$ cat config.mk
export PLATFORM = sky130hd
export DESIGN_NAME = ps_bc_slct_pipe_flat
export DESIGN_NICKNAME = d
export VERILOG_FILES = /design/src/rtl/ps_bc_pkg.sv /design/src/rtl/ps_bc_slct_pipe_if.sv /design/src/rtl/ps_bc_ureg_cls.sv /design/src/rtl/ps_bc_slct_pipe.sv /design/src/flat_wrapper.sv
export SDC_FILE = /design/constraint.sdc
export NUM_CORES = 1
export LEC_CHECK = 0
export BUFFER_PORTS_ARGS = -buffer_cell sky130_fd_sc_hd__buf_2
export CAP_MARGIN = 20
export CORE_UTILIZATION = 47
export DETAILED_ROUTE_END_ITERATION = 8
export GPL_ROUTABILITY_DRIVEN = 0
export PLACE_DENSITY = 0.79
export SYNTH_ARGS = -nofsm -noshare
export SYNTH_HDL_FRONTEND = slang
export SYNTH_HIERARCHICAL = 1
export SYNTH_SLANG_ARGS = --single-unit
export TNS_END_PERCENT = 100
$ cat constraint.sdc
create_clock -name clk_dcd -period 2 [get_ports clk_dcd]
set_input_delay 0.2 -clock clk_dcd [delete_from_list [all_inputs] [get_ports clk_dcd]]
set_output_delay 0.2 -clock clk_dcd [all_outputs]
set_load 0.01 [all_outputs]
$ cat src/rtl/ps_bc_pkg.sv
// Shared codes for the PS bus-connect select controller: DI/DRR select encodings
// and the ureg address classes that steer the DRR select.
package ps_bc_pkg;

  localparam logic [2:0] DI_DMRD   = 3'b000;
  localparam logic [2:0] DI_STKURG = 3'b001;
  localparam logic [2:0] DI_IMM    = 3'b010;
  localparam logic [2:0] DI_IDLE   = 3'b011;
  localparam logic [2:0] DI_IADD   = 3'b100;

  typedef enum logic [1:0] {
    DRR_00 = 2'b00,
    DRR_01 = 2'b01,
    DRR_10 = 2'b10,
    DRR_11 = 2'b11
  } drr_e;

  localparam int unsigned UR_ZERO   = 0;
  localparam int unsigned UR_DAG0   = 1;
  localparam int unsigned UR_DAG1   = 2;
  localparam int unsigned UR_PCSTK0 = 6;
  localparam int unsigned UR_PCSTK1 = 7;

endpackage

$ cat src/rtl/ps_bc_slct_pipe_if.sv
// Decode-stage bundle between the PS sequencer (master) and the bus-connect
// select controller (slave).
interface ps_bc_slct_pipe_if #(
  parameter int unsigned UREG_AW = 4,
  parameter int unsigned CNT_W   = 3
);
  logic               ps_inst_vld;
  logic               ps_stall;
  logic               ps_flush;
  logic               ps_pshstck;
  logic               ps_popstck;
  logic               ps_imminst;
  logic               ps_dmimminst;
  logic               ps_dmiaddinst;
  logic               ps_dminst;
  logic               ps_urgtrnsinst;
  logic               ps_dm_wrb;
  logic [UREG_AW-1:0] ps_ureg1_add;
  logic [UREG_AW-1:0] ps_ureg2_add;
  logic               ps_stk_clr;
  logic [1:0]         ps_bc_drr_slct;
  logic [2:0]         ps_bc_di_slct;
  logic               ps_bc_vld;
  logic [CNT_W-1:0]   ps_stk_cnt;
  logic               ps_stk_ovf;
  logic               ps_stk_unf;

  modport master (
    output ps_inst_vld, ps_stall, ps_flush, ps_pshstck, ps_popstck, ps_imminst,
           ps_dmimminst, ps_dmiaddinst, ps_dminst, ps_urgtrnsinst, ps_dm_wrb,
           ps_ureg1_add, ps_ureg2_add, ps_stk_clr,
    input  ps_bc_drr_slct, ps_bc_di_slct, ps_bc_vld, ps_stk_cnt, ps_stk_ovf, ps_stk_unf
  );

  modport slave (
    input  ps_inst_vld, ps_stall, ps_flush, ps_pshstck, ps_popstck, ps_imminst,
           ps_dmimminst, ps_dmiaddinst, ps_dminst, ps_urgtrnsinst, ps_dm_wrb,
           ps_ureg1_add, ps_ureg2_add, ps_stk_clr,
    output ps_bc_drr_slct, ps_bc_di_slct, ps_bc_vld, ps_stk_cnt, ps_stk_ovf, ps_stk_unf
  );
endinterface

$ cat src/rtl/ps_bc_ureg_cls.sv
// Maps a ureg address onto the DRR select class of the register file it lives in.
module ps_bc_ureg_cls
  import ps_bc_pkg::*;
#(
  parameter int unsigned UREG_AW = 4
) (
  input  logic [UREG_AW-1:0] ureg_add,
  output drr_e               ureg_cls
);

  always_comb begin
    ureg_cls = DRR_11;
    if (ureg_add == UREG_AW'(UR_ZERO)) begin
      ureg_cls = DRR_10;
    end else if (ureg_add == UREG_AW'(UR_PCSTK0) || ureg_add == UREG_AW'(UR_PCSTK1)) begin
      ureg_cls = DRR_01;
    end else if (ureg_add == UREG_AW'(UR_DAG0) || ureg_add == UREG_AW'(UR_DAG1)) begin
      ureg_cls = DRR_00;
    end
  end

endmodule

$ cat src/rtl/ps_bc_slct_pipe.sv
// PS bus-connect select controller: priority decode of the instruction class into
// DRR/DI selects, parametrised select pipelines, and PC-stack occupancy tracking.
module ps_bc_slct_pipe
  import ps_bc_pkg::*;
#(
  parameter int unsigned UREG_AW   = 4,
  parameter int unsigned DI_LAT    = 1,
  parameter int unsigned DRR_LAT   = 0,
  parameter int unsigned STK_DEPTH = 6,
  localparam int unsigned CNT_W    = $clog2(STK_DEPTH + 1)
) (
  input logic              clk_dcd,
  input logic              reset,
  ps_bc_slct_pipe_if.slave bus
);

  drr_e       cls1, cls2;
  logic [2:0] dec_di;
  drr_e       dec_drr;
  logic       dec_vld;
  logic       push_win, pop_win;
  logic       dm_any;

  ps_bc_ureg_cls #(.UREG_AW(UREG_AW)) u_cls1 (.ureg_add(bus.ps_ureg1_add), .ureg_cls(cls1));
  ps_bc_ureg_cls #(.UREG_AW(UREG_AW)) u_cls2 (.ureg_add(bus.ps_ureg2_add), .ureg_cls(cls2));

  assign dm_any = bus.ps_dminst | bus.ps_dmiaddinst;

  always_comb begin
    dec_di   = DI_IDLE;
    dec_drr  = DRR_11;
    dec_vld  = 1'b0;
    push_win = 1'b0;
    pop_win  = 1'b0;
    if (bus.ps_inst_vld) begin
      dec_vld = 1'b1;
      if (bus.ps_imminst | bus.ps_dmimminst) begin
        dec_di = DI_IMM;
      end else if (bus.ps_popstck) begin
        dec_di  = DI_STKURG;
        dec_drr = DRR_01;
        pop_win = 1'b1;
      end else if (dm_any & ~bus.ps_dm_wrb) begin
        dec_di = DI_DMRD | (bus.ps_dmiaddinst ? DI_IADD : 3'b000);
      end else if ((dm_any & bus.ps_dm_wrb) | bus.ps_pshstck) begin
        dec_di   = DI_STKURG | (bus.ps_dmiaddinst ? DI_IADD : 3'b000);
        dec_drr  = cls1;
        // A DM write may coincide with a push; only the push moves the stack.
        push_win = bus.ps_pshstck;
      end else if (bus.ps_urgtrnsinst) begin
        dec_di  = DI_STKURG;
        dec_drr = cls2;
      end else begin
        dec_vld = 1'b0;
      end
    end
  end

  // DI select and valid bit travel together through DI_LAT stages.
  for (genvar g = 0; g < DI_LAT; g++) begin : g_di
    logic [2:0] di_d, di_q;
    logic       vld_d, vld_q;
    if (g == 0) begin : g_head
      assign di_d  = dec_di;
      assign vld_d = dec_vld;
    end else begin : g_tail
      assign di_d  = g_di[g-1].di_q;
      assign vld_d = g_di[g-1].vld_q;
    end
    always_ff @(posedge clk_dcd or posedge reset) begin
      if (reset) begin
        di_q  <= DI_IDLE;
        vld_q <= 1'b0;
      end else if (bus.ps_flush) begin
        di_q  <= DI_IDLE;
        vld_q <= 1'b0;
      end else if (!bus.ps_stall) begin
        di_q  <= di_d;
        vld_q <= vld_d;
      end
    end
  end

  assign bus.ps_bc_di_slct = g_di[DI_LAT-1].di_q;
  assign bus.ps_bc_vld     = g_di[DI_LAT-1].vld_q;

  if (DRR_LAT == 0) begin : g_drr_comb
    assign bus.ps_bc_drr_slct = dec_drr;
  end else begin : g_drr_pipe
    for (genvar g = 0; g < DRR_LAT; g++) begin : g_drr
      drr_e drr_d, drr_q;
      if (g == 0) begin : g_head
        assign drr_d = dec_drr;
      end else begin : g_tail
        assign drr_d = g_drr[g-1].drr_q;
      end
      always_ff @(posedge clk_dcd or posedge reset) begin
        if (reset) begin
          drr_q <= DRR_11;
        end else if (bus.ps_flush) begin
          drr_q <= DRR_11;
        end else if (!bus.ps_stall) begin
          drr_q <= drr_d;
        end
      end
    end
    assign bus.ps_bc_drr_slct = g_drr[DRR_LAT-1].drr_q;
  end

  logic [CNT_W-1:0] cnt_q;
  logic             ovf_q, unf_q;

  // Clear is applied first so an event in the same cycle keeps its flag set.
  always_ff @(posedge clk_dcd or posedge reset) begin
    if (reset) begin
      cnt_q <= '0;
      ovf_q <= 1'b0;
      unf_q <= 1'b0;
    end else begin
      if (bus.ps_stk_clr) begin
        ovf_q <= 1'b0;
        unf_q <= 1'b0;
      end
      if (!bus.ps_stall && !bus.ps_flush) begin
        if (pop_win) begin
          if (cnt_q == '0) unf_q <= 1'b1;
          else             cnt_q <= cnt_q - CNT_W'(1);
        end else if (push_win) begin
          if (cnt_q == CNT_W'(STK_DEPTH)) ovf_q <= 1'b1;
          else                            cnt_q <= cnt_q + CNT_W'(1);
        end
      end
    end
  end

  assign bus.ps_stk_cnt = cnt_q;
  assign bus.ps_stk_ovf = ovf_q;
  assign bus.ps_stk_unf = unf_q;

endmodule
$ cat src/flat_wrapper.sv
// flat-port wrapper written by rule: the top's interface ports become plain ports
module ps_bc_slct_pipe_flat import ps_bc_pkg::*;
#(
  parameter int unsigned UREG_AW   = 4,
  parameter int unsigned DI_LAT    = 1,
  parameter int unsigned DRR_LAT   = 0,
  parameter int unsigned STK_DEPTH = 6,
  localparam int unsigned CNT_W    = $clog2(STK_DEPTH + 1)
)
  (clk_dcd, reset, bus_ps_inst_vld, bus_ps_stall, bus_ps_flush, bus_ps_pshstck, bus_ps_popstck, bus_ps_imminst, bus_ps_dmimminst, bus_ps_dmiaddinst, bus_ps_dminst, bus_ps_urgtrnsinst, bus_ps_dm_wrb, bus_ps_ureg1_add, bus_ps_ureg2_add, bus_ps_stk_clr, bus_ps_bc_drr_slct, bus_ps_bc_di_slct, bus_ps_bc_vld, bus_ps_stk_cnt, bus_ps_stk_ovf, bus_ps_stk_unf);
  ps_bc_slct_pipe_if #(.UREG_AW(UREG_AW)) bus_i ();
  input logic clk_dcd;
  input logic reset;
  input wire logic [$bits(bus_i.ps_inst_vld)-1:0] bus_ps_inst_vld;
  input wire logic [$bits(bus_i.ps_stall)-1:0] bus_ps_stall;
  input wire logic [$bits(bus_i.ps_flush)-1:0] bus_ps_flush;
  input wire logic [$bits(bus_i.ps_pshstck)-1:0] bus_ps_pshstck;
  input wire logic [$bits(bus_i.ps_popstck)-1:0] bus_ps_popstck;
  input wire logic [$bits(bus_i.ps_imminst)-1:0] bus_ps_imminst;
  input wire logic [$bits(bus_i.ps_dmimminst)-1:0] bus_ps_dmimminst;
  input wire logic [$bits(bus_i.ps_dmiaddinst)-1:0] bus_ps_dmiaddinst;
  input wire logic [$bits(bus_i.ps_dminst)-1:0] bus_ps_dminst;
  input wire logic [$bits(bus_i.ps_urgtrnsinst)-1:0] bus_ps_urgtrnsinst;
  input wire logic [$bits(bus_i.ps_dm_wrb)-1:0] bus_ps_dm_wrb;
  input wire logic [$bits(bus_i.ps_ureg1_add)-1:0] bus_ps_ureg1_add;
  input wire logic [$bits(bus_i.ps_ureg2_add)-1:0] bus_ps_ureg2_add;
  input wire logic [$bits(bus_i.ps_stk_clr)-1:0] bus_ps_stk_clr;
  output wire logic [$bits(bus_i.ps_bc_drr_slct)-1:0] bus_ps_bc_drr_slct;
  output wire logic [$bits(bus_i.ps_bc_di_slct)-1:0] bus_ps_bc_di_slct;
  output wire logic [$bits(bus_i.ps_bc_vld)-1:0] bus_ps_bc_vld;
  output wire logic [$bits(bus_i.ps_stk_cnt)-1:0] bus_ps_stk_cnt;
  output wire logic [$bits(bus_i.ps_stk_ovf)-1:0] bus_ps_stk_ovf;
  output wire logic [$bits(bus_i.ps_stk_unf)-1:0] bus_ps_stk_unf;
  assign bus_i.ps_inst_vld = bus_ps_inst_vld;
  assign bus_i.ps_stall = bus_ps_stall;
  assign bus_i.ps_flush = bus_ps_flush;
  assign bus_i.ps_pshstck = bus_ps_pshstck;
  assign bus_i.ps_popstck = bus_ps_popstck;
  assign bus_i.ps_imminst = bus_ps_imminst;
  assign bus_i.ps_dmimminst = bus_ps_dmimminst;
  assign bus_i.ps_dmiaddinst = bus_ps_dmiaddinst;
  assign bus_i.ps_dminst = bus_ps_dminst;
  assign bus_i.ps_urgtrnsinst = bus_ps_urgtrnsinst;
  assign bus_i.ps_dm_wrb = bus_ps_dm_wrb;
  assign bus_i.ps_ureg1_add = bus_ps_ureg1_add;
  assign bus_i.ps_ureg2_add = bus_ps_ureg2_add;
  assign bus_i.ps_stk_clr = bus_ps_stk_clr;
  assign bus_ps_bc_drr_slct = bus_i.ps_bc_drr_slct;
  assign bus_ps_bc_di_slct = bus_i.ps_bc_di_slct;
  assign bus_ps_bc_vld = bus_i.ps_bc_vld;
  assign bus_ps_stk_cnt = bus_i.ps_stk_cnt;
  assign bus_ps_stk_ovf = bus_i.ps_stk_ovf;
  assign bus_ps_stk_unf = bus_i.ps_stk_unf;
  ps_bc_slct_pipe #(.UREG_AW(UREG_AW), .DI_LAT(DI_LAT), .DRR_LAT(DRR_LAT), .STK_DEPTH(STK_DEPTH)) u_core (.clk_dcd(clk_dcd), .reset(reset), .bus(bus_i));
endmodule
==> results of run 1 <==
layer usage:
layer	GRT usage [%]	wire length (um)	vias up	part of all wire [%]
met5	0	0	-	0
met4	6.67	0	0	0
met3	7.66	126	0	7.2
met2	32.5	860	36	49
met1	26.7	772	368	44
li1	-	-	403	-
sequential cells by signal, indices dropped and copies added, names as in the netlist:
signal                    flops
u_core/bus.ps_bc_di_slct      3
u_core/bus.ps_bc_vld          1
u_core/bus.ps_stk_cnt         3
u_core/bus.ps_stk_ovf         1
u_core/bus.ps_stk_unf         1
stage by stage:
| stage | instances | power (uW) | hold slack (ns) | setup slack (ns) | util [%] |
|---|---|---|---|---|---|
| detailed placement | 139 | 492 | 0.183 | 0.109 | 63.6 |
| finish | 144 | 633 | 0.117 | 0.303 | 66.0 |
| global placement | 139 | 481 | 0.175 | 0.200 | 63.6 |
| CTS | 144 | 640 | 0.114 | 0.283 | 66.0 |
| global route | 144 | 679 | 0.114 | 0.232 | 66.0 |
| floorplan | 91 | 390 | 0.0265 | 0.0903 | - |
critical path, cell delays in order (launching register included):
cell	delay, ns
dfrtp_1	0.34
inv_1	0.07
fa_1	0.50
xor2_1	0.17
or3_1	0.32
a211oi_2	0.21
timing repair:
action,4_1_cts,5_1_grt
gates resized for setup,0,0
hold buffers,1,0
hold endpoints to repair,7,0
kinds of logic after synthesis:
logic type      Yosys count  share of synthesized area (%)
fa+ha+maj                 1                           2.52
compound gates           22                           22.2
xor+xnor                  1                           1.10
simple gates             42                           33.5
mux                       4                           5.04
flops                     9                           28.7
buf+inv                  12                           6.93
layout make-up:
class	instances	area [um^2]	share of cell area (%)
Tap cell	16	20.0	1.97
Clock buffer	3	22.5	2.21
Clock inverter	1	5.00	0.492
Inverter	8	30.0	2.95
Timing Repair Buffer	37	200	19.7
Sequential cell	9	228	22.4
Multi-Input combinational cell	70	512	50.3
worst min-delay path by stage:
stage,to,cells past startpoint
after floorplan,u_core/bus.ps_bc_di_slct[2],1
after global placement,u_core/bus.ps_bc_vld,2
after detailed placement,u_core/bus.ps_bc_di_slct[2],2
after CTS,u_core/bus.ps_stk_ovf,2
after global routing,u_core/bus.ps_stk_ovf,2
final,u_core/bus.ps_stk_ovf,2
cells in the mapped netlist, types with 3 or more instances:
cell	count	area [um^2]
nor2_1	9	33.8
inv_1	8	30.0
dfrtp_1	7	175
nand2_1	5	18.8
a21oi_1	4	20.0
mux2i_1	4	40.0
nor2b_1	4	25.0
a211o_1	3	26.3
nor3_1	3	15.0
o21ai_0	3	15.0
where the power goes:
group	leakage (uW)	switching, uW	internal [uW]
sequential	0.000115	11.1	202
clock	0.0000177	69.8	73.9
combinational	0.000360	152	124
total	0.000493	233	401
==> flow_summary.ini, run 1 <==
[outcome]
status = complete, no violations

[synth]
ys_seq_elements = 9
synth_edf_count = 0
synthArstFlopShare_pct = 100
syn_nets = 114
synth_ff_type = dfrtp_1
yosys_warnings = 6
syn_area_um2 = 795
synth.avg_cell_area_um2 = 8.73
yosysUniqueCellTypes = 41
synthCells = 91
ys_seq_area_share_pct = 28.7

[timing]
skew_ns = 0.00759
setup_viol = 0
min_period_ns = 1.70
max_slew_margin_pct = 72.7
finalHoldViolations = 0
clock.fmax_ghz = 0.589
worst_slew_pin_slew_ns = 0.409
post-route-period-util_pct = 84.8
report.final.slew_viol_count = 0
fin_setup_tns_ns = 0
rsz0062_at_grt = no

[global_route]
grt_max_degree = 10
grt_pass1_vias = 672
grtUsageTotal_pct = 20.9
antenna_found_initial = 0
overflow = 0
grt_pass1_wl_um = 2900

[floorplan]
start_util_pct = 51.5
die_h_um = 43.1
rows = 14
die_w_um = 43.1
io_pins = 33
core_area_mm2 = 0.00154
dieArea_mm2 = 0.00186

[clock_network]
cts_root_buf = clkbuf_4
cts_tree = done
cts_buffers = 3
post-cts-setup-buffers = 0
clock_latency_ns = 0.27
htree_levels = 1
clk_path_buf_depth = 2
clk_pin_slew_ns = 0.07
cts_sinks = 9

[detailed_routing]
drc = 0
drt-total-wl_um = 1760
via_per_inst = 5.60
drtPass1Iterations = 4
drt_iter0_markers = 22
via_count = 807
ant_nets = 0
wl_per_cell_um = 12.2

[cells_and_area]
fin_area_mm2 = 0.00102
syn_to_final_growth_pct = 28.0
mostFrequentLayoutCells = 32 x buf_2, 9 x nor2_1, 8 x inv_1
fill_cells = 131
nets = 152
drive_gt1_share_pct = 37.5
n_antenna_cell = 0
final_common_cell = buf_2

[power_and_ir_drop]
p_leak_uw = 0.000493
ir_worst_vdd_v = 0.000357
pwr_density_cell_mw_per_mm2 = 623

[critical_path]
cp-end-kind = flop
r2r_end = u_core/bus.ps_stk_cnt[2]
cp-start-kind = flop
setup.worst_path.start = u_core/bus.ps_stk_cnt[0]
r2r_cells = 5
path_max_fanout = 5
arrival_ns = 1.88
worstSetupPathType = flop to flop
r2r_start = u_core/bus.ps_stk_cnt[0]
cp_data_required_time_ns = 2.18
r2r_slack_ns = 0.30
endpoint = u_core/bus.ps_stk_cnt[2]

[flow_run]
drv_cap = 0

[worst_hold_path]
hp-start = bus_ps_stk_clr
hold_class = primary input to flop

[placement]
port_buffers = 32
dp_hpwl_um = 1410
dpl_cell_area_um2 = 980
(Power assumes the default switching activity.)
==> run 2, diff against run 1 <==
CORE_UTILIZATION = 42   (was 47)
PLACE_DENSITY = 0.74   (was 0.79)
clock period = 1.45 ns   (was 2 ns; I/O delays follow)
==> run 2 against run 1 <==
Effect of this change: the run now ends with negative setup slack left; first-iteration DRC count is 14% lower; via count is 10% higher; routed wire length is 20% higher; register-to-register slack worse by 0.44 ns; fmax is 6.7% higher; clock-buffer cell count is 1 higher; sequential share of layout area is 2.5 points lower; global-route usage is 1.3 points higher; sequential power is 43% higher; clock skew is 0.0074 ns lower; critical path depth is 1 lower; hold slack worse by 0.052 ns; highest routed layer is now met4.
==> flow_summary.ini, run 2 (synthesized netlist as in run 1, its figures left out) <==
[outcome]
status = finished with violations
violations = negative setup slack

[clock_network]
cts_sinks = 9
cts_root_buf = clkbuf_4
htree_levels = 1
clock_latency_ns = 0.27
cts_buffers = 3
clk_path_buf_depth = 2
cts_tree = done
clk_pin_slew_ns = 0.07

[floorplan]
io_pins = 33
start_util_pct = 45.5
rows = 15
die_w_um = 45.5
die_h_um = 45.5
dieArea_mm2 = 0.00207
core_area_mm2 = 0.00175

[power_and_ir_drop]
p_comb_share_pct = 49.3
power_frac_clock_pct = 20.3
ir_worst_vdd_v = 0.000452
internal-power_uw = 636
pwr_density_cell_mw_per_mm2 = 871
p_leak_uw = 0.000563
swShare_pct = 36.7
p_sw_uw = 369
p_seq_share_pct = 30.4

[cells_and_area]
fin_area_mm2 = 0.00115
fin_util_pct = 66.1
nets = 168
mostFrequentLayoutCells = 32 x buf_2, 20 x buf_4, 9 x nor2_1
final_common_cell = buf_2
drive_gt1_share_pct = 47.2
n_antenna_cell = 0
fill_cells = 150
syn_to_final_growth_pct = 45.2

[timing]
max_slew_margin_pct = 74.8
finalHoldViolations = 0
skew_ns = 0.000171
post-route-period-util_pct = 110
rsz0062_at_grt = yes
setup_viol = 2
min_period_ns = 1.59
worst_slew_pin_slew_ns = 0.374
report.final.slew_viol_count = 0
clock.fmax_ghz = 0.629
setup_slack_ns = -0.141

[critical_path]
max_stage_delay_ns = 0.60
worstSetupPathType = flop to flop
arrival_ns = 1.74
cp-start-kind = flop
crit_slowest_cell = fa_2
path_max_fanout = 3
cp_data_required_time_ns = 1.60
cp-end-kind = flop
r2r_slack_ns = -0.14
path_cells = inv_2, fa_2, o21ai_0, a211o_1

[detailed_routing]
ant_nets = 0
drtPass1Iterations = 4
via_count = 891
drt-total-wl_um = 2110
via_per_inst = 5.27
drc = 0
drt_iter0_markers = 19
wl_per_cell_um = 12.5

[global_route]
grt_pass1_wl_um = 3300
overflow = 0
grt_max_degree = 10
grtUsageTotal_pct = 22.2
grt_pass1_vias = 778
antenna_found_initial = 0

[flow_run]
drv_cap = 0

[placement]
dpl_cell_area_mm2 = 0.00109
dp_hpwl_um = 1630
port_buffers = 32

[worst_hold_path]
hold_class = primary input to flop
run 2: cell types whose count changed in the layout (fill, tap and decap cells not counted), sizes merged:
cell,delta
buf,+16
clkbuf,+1
clkinv,-1
run 2: final timing paths:
kind | endpoint | startpoint | cells after the start
max | u_core/bus.ps_stk_cnt[1] | u_core/bus.ps_stk_cnt[0] | 4
min | u_core/bus.ps_stk_ovf | bus_ps_stk_clr | 2
max reg2reg | u_core/bus.ps_stk_cnt[1] | u_core/bus.ps_stk_cnt[0] | 4
min reg2reg | u_core/bus.ps_stk_unf | u_core/bus.ps_stk_unf | 1
max in group asynchronous | u_core/bus.ps_bc_di_slct[0] | reset | 3
min in group asynchronous | u_core/bus.ps_stk_unf | reset | 3
run 2: metrics by stage:
| stage | total power, uW | hold slack (ns) | std cells | setup WS (ns) | TNS [ns] |
|---|---|---|---|---|---|
| global route | 1080 | 0.0684 | 169 | -0.197 | -0.394 |
| CTS | 973 | 0.0592 | 168 | -0.109 | -0.199 |
| floorplan | 582 | -0.0286 | 91 | -0.254 | -0.439 |
| global placement | 709 | 0.112 | 161 | -0.166 | -0.344 |
| finish | 1000 | 0.0643 | 169 | -0.141 | -0.235 |
| detailed placement | 736 | 0.135 | 161 | -0.269 | -0.567 |
run 2: cell type report:
cell class                      instances  area [um^2]  share of cell area (%)
Timing Repair Buffer                   53          320                    27.8
Clock buffer                            4         26.3                    2.28
Multi-Input combinational cell         70          514                    44.6
Sequential cell                         9          229                    19.8
Inverter                                8         32.5                    2.82
Tap cell                               25         31.3                    2.71
run 2: worst max-delay path: cells and delay by family, from the launching register on:
family | cells | cell delay [ns]
buf+inv | 1 | 0.05
compound gates | 2 | 0.46
flops | 1 | 0.37
fa+ha+maj | 1 | 0.60
run 2: per-layer routing:
layer | vias up | routed length [um] | part of all wire (%) | global-route usage (%)
li1 | 436 | - | - | -
met1 | 422 | 888 | 42 | 27.1
met2 | 28 | 1090 | 51 | 37.4
met3 | 5 | 113 | 5.4 | 6.75
met4 | 0 | 21 | 1.0 | 6.06
met5 | - | 0 | 0 | 0
run 2: power by group through the flow:
stage | Combinational [uW] | Clock [uW] | Sequential (uW)
detailed placement | 427 | 0 | 309
global route | 542 | 225 | 309
finish | 495 | 204 | 306
CTS | 458 | 210 | 306
global placement | 402 | 0 | 307
floorplan | 259 | 0 | 323
run 2: timing repair:
| action | 4_1_cts | 5_1_grt |
|---|---|---|
| pin swaps | 1 | 0 |
| endpoints found under the setup margin | 2 | 3 |
| gates resized for setup | 1 | 1 |
| hold endpoints to repair | 7 | 0 |
| cloned | 0 | 0 |
| hold buffers | 1 | 0 |
| setup buffers | 2 | 1 |
